===== config.mk =====
export PLATFORM = sky130hd
export DESIGN_NAME = ifetch_unit
export DESIGN_NICKNAME = d
export VERILOG_FILES = /design/src/rtl/lc3b_types.sv /design/src/rtl/ifetch_pc.sv /design/src/rtl/ifetch_unit.sv
export SDC_FILE = /design/constraint.sdc
export NUM_CORES = 1
export LEC_CHECK = 0
export BUFFER_PORTS_ARGS = -buffer_cell sky130_fd_sc_hd__buf_2
export CAP_MARGIN = 25
export CELL_PAD_IN_SITES_DETAIL_PLACEMENT = 0
export CELL_PAD_IN_SITES_GLOBAL_PLACEMENT = 1
export CORE_ASPECT_RATIO = 0.6
export CORE_MARGIN = 3
export CORE_UTILIZATION = 37
export DETAILED_ROUTE_END_ITERATION = 16
export PLACE_DENSITY_LB_ADDON = 0.08
export SYNTH_ARGS = -nofsm -noshare
export SYNTH_HDL_FRONTEND = slang
export SYNTH_SLANG_ARGS = --single-unit
export TNS_END_PERCENT = 30

===== constraint.sdc =====
create_clock -name clk -period 2.2 [get_ports clk]
set_input_delay 0.55 -clock clk [delete_from_list [all_inputs] [get_ports clk]]
set_output_delay 0.55 -clock clk [all_outputs]
set_load 0.1 [all_outputs]

===== src/rtl/lc3b_types.sv =====
// Shared LC-3b datapath types, extended with the instruction fetch state and
// the fetch PC stride.
package lc3b_types;

  typedef logic [15:0] lc3b_word;

  typedef enum logic [1:0] {
    IDLE = 2'd0,
    REQ  = 2'd1,
    HOLD = 2'd2
  } lc3b_fetch_state;

  localparam lc3b_word lc3b_pc_inc = 16'd2;

endpackage


===== src/rtl/ifetch_pc.sv =====
// Fetch program counter: synchronous active-low reset, redirect load with the
// byte bit cleared, and a fixed-stride increment (load wins over increment).
module ifetch_pc
  import lc3b_types::*;
#(
  parameter lc3b_word RESET_PC = 16'h0000,
  parameter lc3b_word PC_INC   = lc3b_pc_inc
) (
  input  logic     clk,
  input  logic     rst_n,
  input  logic     load_i,
  input  lc3b_word target_i,
  input  logic     inc_i,
  output lc3b_word pc_o,
  output lc3b_word pc_d_o
);

  lc3b_word pc_q;
  lc3b_word pc_d;

  always_comb begin
    pc_d = pc_q;
    if (load_i) begin
      pc_d = {target_i[15:1], 1'b0};
    end else if (inc_i) begin
      pc_d = pc_q + PC_INC;
    end
  end

  always_ff @(posedge clk) begin
    if (!rst_n) begin
      pc_q <= RESET_PC;
    end else begin
      pc_q <= pc_d;
    end
  end

  assign pc_o   = pc_q;
  assign pc_d_o = pc_d;

endmodule


===== src/rtl/ifetch_unit.sv =====
// LC-3b instruction fetch front end: issues word reads, buffers one fetched
// word for the IR side, and follows PC redirects without aborting a read.
module ifetch_unit
  import lc3b_types::*;
#(
  parameter lc3b_word RESET_PC = 16'h0000,
  parameter lc3b_word PC_INC   = lc3b_pc_inc
) (
  input  logic     clk,
  input  logic     rst_n,
  input  logic     fetch_enable,
  output logic     mem_read,
  output lc3b_word mem_address,
  input  logic     mem_resp,
  input  lc3b_word mem_rdata,
  output logic     out_valid,
  input  logic     out_ready,
  output lc3b_word out_instr,
  output lc3b_word out_pc_next,
  input  logic     pc_load,
  input  lc3b_word pc_target
);

  lc3b_fetch_state state_q, state_d;
  logic            discard_q, discard_d;
  lc3b_word        instr_q, instr_d;
  lc3b_word        pc_next_q, pc_next_d;
  lc3b_word        addr_q, addr_d;
  lc3b_word        pc;
  lc3b_word        pc_d;
  logic            pc_inc;

  ifetch_pc #(
    .RESET_PC(RESET_PC),
    .PC_INC  (PC_INC)
  ) u_pc (
    .clk     (clk),
    .rst_n   (rst_n),
    .load_i  (pc_load),
    .target_i(pc_target),
    .inc_i   (pc_inc),
    .pc_o    (pc),
    .pc_d_o  (pc_d)
  );

  always_comb begin
    state_d   = state_q;
    discard_d = discard_q;
    instr_d   = instr_q;
    pc_next_d = pc_next_q;
    pc_inc    = 1'b0;
    case (state_q)
      IDLE: begin
        if (fetch_enable && !pc_load) state_d = REQ;
      end
      REQ: begin
        if (mem_resp) begin
          discard_d = 1'b0;
          // A redirect before or with the response turns this read into a refetch.
          if (!discard_q && !pc_load) begin
            instr_d   = mem_rdata;
            pc_next_d = pc + PC_INC;
            pc_inc    = 1'b1;
            state_d   = HOLD;
          end
        end else if (pc_load) begin
          discard_d = 1'b1;
        end
      end
      HOLD: begin
        if (out_ready || pc_load) state_d = fetch_enable ? REQ : IDLE;
      end
      default: state_d = IDLE;
    endcase
  end

  // The bus address is frozen for the whole life of an outstanding read.
  assign addr_d = (state_q != REQ || mem_resp) ? pc_d : addr_q;

  always_ff @(posedge clk) begin
    if (!rst_n) begin
      state_q   <= IDLE;
      discard_q <= 1'b0;
      instr_q   <= '0;
      pc_next_q <= '0;
      addr_q    <= RESET_PC;
    end else begin
      state_q   <= state_d;
      discard_q <= discard_d;
      instr_q   <= instr_d;
      pc_next_q <= pc_next_d;
      addr_q    <= addr_d;
    end
  end

  assign mem_read    = (state_q == REQ);
  assign mem_address = addr_q;
  assign out_valid   = (state_q == HOLD);
  assign out_instr   = instr_q;
  assign out_pc_next = pc_next_q;

endmodule


==> flow_summary.ini <==
[status]
status = completed

[drt]
vias = 2647
wl_um = 7540
drt-pass1-iter-count = 4
avgViaCountPerCell = 4.98
wire_per_inst_um = 14.2
drt_iter0_drc = 216
detail-route-antenna-nets = 0
drc_errors = 0

[place]
hpwl_um = 5410
io_buffers = 86
dp.cells = 515
gp_congestion = 0.810
place_ws_ps = 216

[die]
row_count = 24
die-area_um2 = 8770
fp.dieH_um = 73.7
core_area_um2 = 7330
start_util_pct = 38.6
boundaryPins = 88
die_w_um = 119

[logic_synthesis]
syn_avg_cell_area_um2 = 8.47
synthCells = 334
yosys_warnings = 0
yosysTopAreaCell = dfxtp_1
synth-seq-cells = 67
async_reset_ff_share_pct = 0
yosys-top-cells-area = dfxtp_1 (47%), nand2_1 (7.7%), a21oi_1 (4.8%)
synth_flop_cell = dfxtp_1
yosysSeqAreaShare_pct = 47.4
synth_edf_count = 0
synth_fp_nets = 373
netlist-cell-type-count = 41
syn_area_um2 = 2830
synth_top_cell_area_share_pct = 47.4

[finish]
fillers = 741
final-instance-count-excl-fill = 531
fin_util_pct = 50.9
syn_to_final_growth_pct = 31.7
nNetsFinal = 461
diodes = 0
seqCellArea_um2 = 1340
multi_input_area_um2 = 1390
drive_above_1_share_pct = 28.3

[timing]
setup_ws_ps = 89.8
post-route-period-util_pct = 95.9
setup-violations-final = 0
fmax_mhz = 474
rsz0062_at_grt = no
finalClockSkew_ps = 4.97
finalHoldViolCount = 0
layout_min_cycle_time_ps = 2110
tns_ps = 0
slew_viol_final = 0
worstMarginPinSlew_ps = 489
slew_headroom_pct = 67.4

[setup_path]
cp_top_family = buffers and inverters
crit_chain = or2b_1 -> inv_2 -> buf_2
crit_required_ps = 1650
cpMaxStageDelayCell = buf_2
setup.worst_path.class = flip-flop to output pin
start_kind = flip-flop
crit_buf_inv = 2
arrival_ps = 1560
crit_fanout = 6
critical_path.max_stage_delay_ps = 440
endpoint_kind = output pin

[global_route]
antenna_found_initial = 0
grt_use_total_pct = 18.0
grt_pass1_vias = 2428
grt_max_degree = 44
globalRouteOverflowTotal = 0
grt_first_pass_wirelength_um = 12200

[clock_tree]
root_buffer = clkbuf_16
insertion_delay_ps = 330
cts.sinks = 67
clk_pin_slew_ps = 50
htreeDepth = 3
clockBufferDepth = 2
postCtsSetupRepairBufs = 0
cts_buffers = 9
postCtsHoldBufs = 0
cts_tree = built
postCtsResizedCells = 0

[power_and_ir_drop]
vdd_drop_max_mv = 0.473
power_density_nw_per_um2 = 913
p_leak_nw = 1.59

[min_path]
hold_path.class = flip-flop to flip-flop

[flow_run]
drv_cap = 0
stage by stage:
step	area (µm²)	total power [mW]	hold WS (ps)
floorplan	2830	1.74	436
global placement	3400	1.86	439
detailed placement	3400	1.86	443
CTS	3730	3.45	436
global route	3730	3.54	442
finish	3730	3.40	446
cell families after synthesis:
| family | share of synthesized area (%) |
|---|---|
| fa+ha+maj | 0.442 |
| compound gates | 15.8 |
| xor+xnor | 6.50 |
| mux | 2.48 |
| simple gates | 23.8 |
| buf+inv | 3.58 |
| flops | 47.4 |
layout make-up:
type,instances,share of cell area (%)
clock buffer,11,6.78
clock inverter,5,2.01
inverter,3,0.302
multi-input combinational,244,37.3
sequential,67,36.0
tap,104,3.49
timing repair buffer,97,14.1
metal layers:
layer / GRT usage (%) / vias to the layer above / routed length (µm)
li1: - / 1336 / -
met1: 25.3 / 1237 / 3890
met2: 25.3 / 69 / 3130
met3: 6.85 / 5 / 464
met4: 5.78 / 0 / 53
met5: 0 / - / 0
sequential cells by signal (all words and copies together), names as in the netlist:
register	cells
discard_q	1
u_pc.pc_o	16
mem_address	16
out_instr	16
out_pc_next	16
state_q	2
Yosys cell counts (all sizes together), types with 2 or more instances:
cell,instances
dfxtp,67
nand2,58
nor2,29
a21oi,27
o21ai,19
nand3,15
a211oi,14
xnor2,13
buf,11
and3,10
clkbuf,9
xor2,8
mux2i,7
nor3,7
and2,4
nand4,4
a21o,3
a31oi,3
nand2b,3
or3,3
clkinv,2
o211ai,2
path summary, 6_finish.rpt:
path	endpoint	slack (ps)	from	depth (start not counted)
hold reg to reg	mem_address[2]$_SDFFE_PN0N_	450	mem_address[2]$_SDFFE_PN0N_	2
setup / recovery	mem_read	90	state_q[0]$_SDFFE_PN0P_	3
setup reg to reg	mem_address[11]$_SDFFE_PN0N_	340	u_pc.pc_o[2]$_SDFF_PN0_	6
hold / removal	mem_address[2]$_SDFFE_PN0N_	450	mem_address[2]$_SDFFE_PN0N_	2
cells in the final DEF, fill, tap and decap left out, types with 7 or more instances in the layout:
master and count:
buf_4 10, a211oi_1 14, a21oi_1 27, mux2i_1 7, clkbuf_16 9, and3_1 10
nand3_1 14, nand2_1 58, nor3_1 7, dfxtp_1 67, buf_2 86, xor2_1 8
xnor2_1 13, nor2_1 29, o21ai_0 19
power by group:
part           switching, mW  leakage (nW)  internal [mW]
combinational          0.399         0.876          0.124
sequential            0.0429         0.548           1.27
clock                  0.518         0.165           1.05
total                  0.960          1.59           2.44
tightest hold or removal path, stage by stage (launching register included):
cell     delay [ps]
dfxtp_1         300
nand2_1          50
a21oi_1          50
Note: power is estimated with default switching activity, not from simulation.
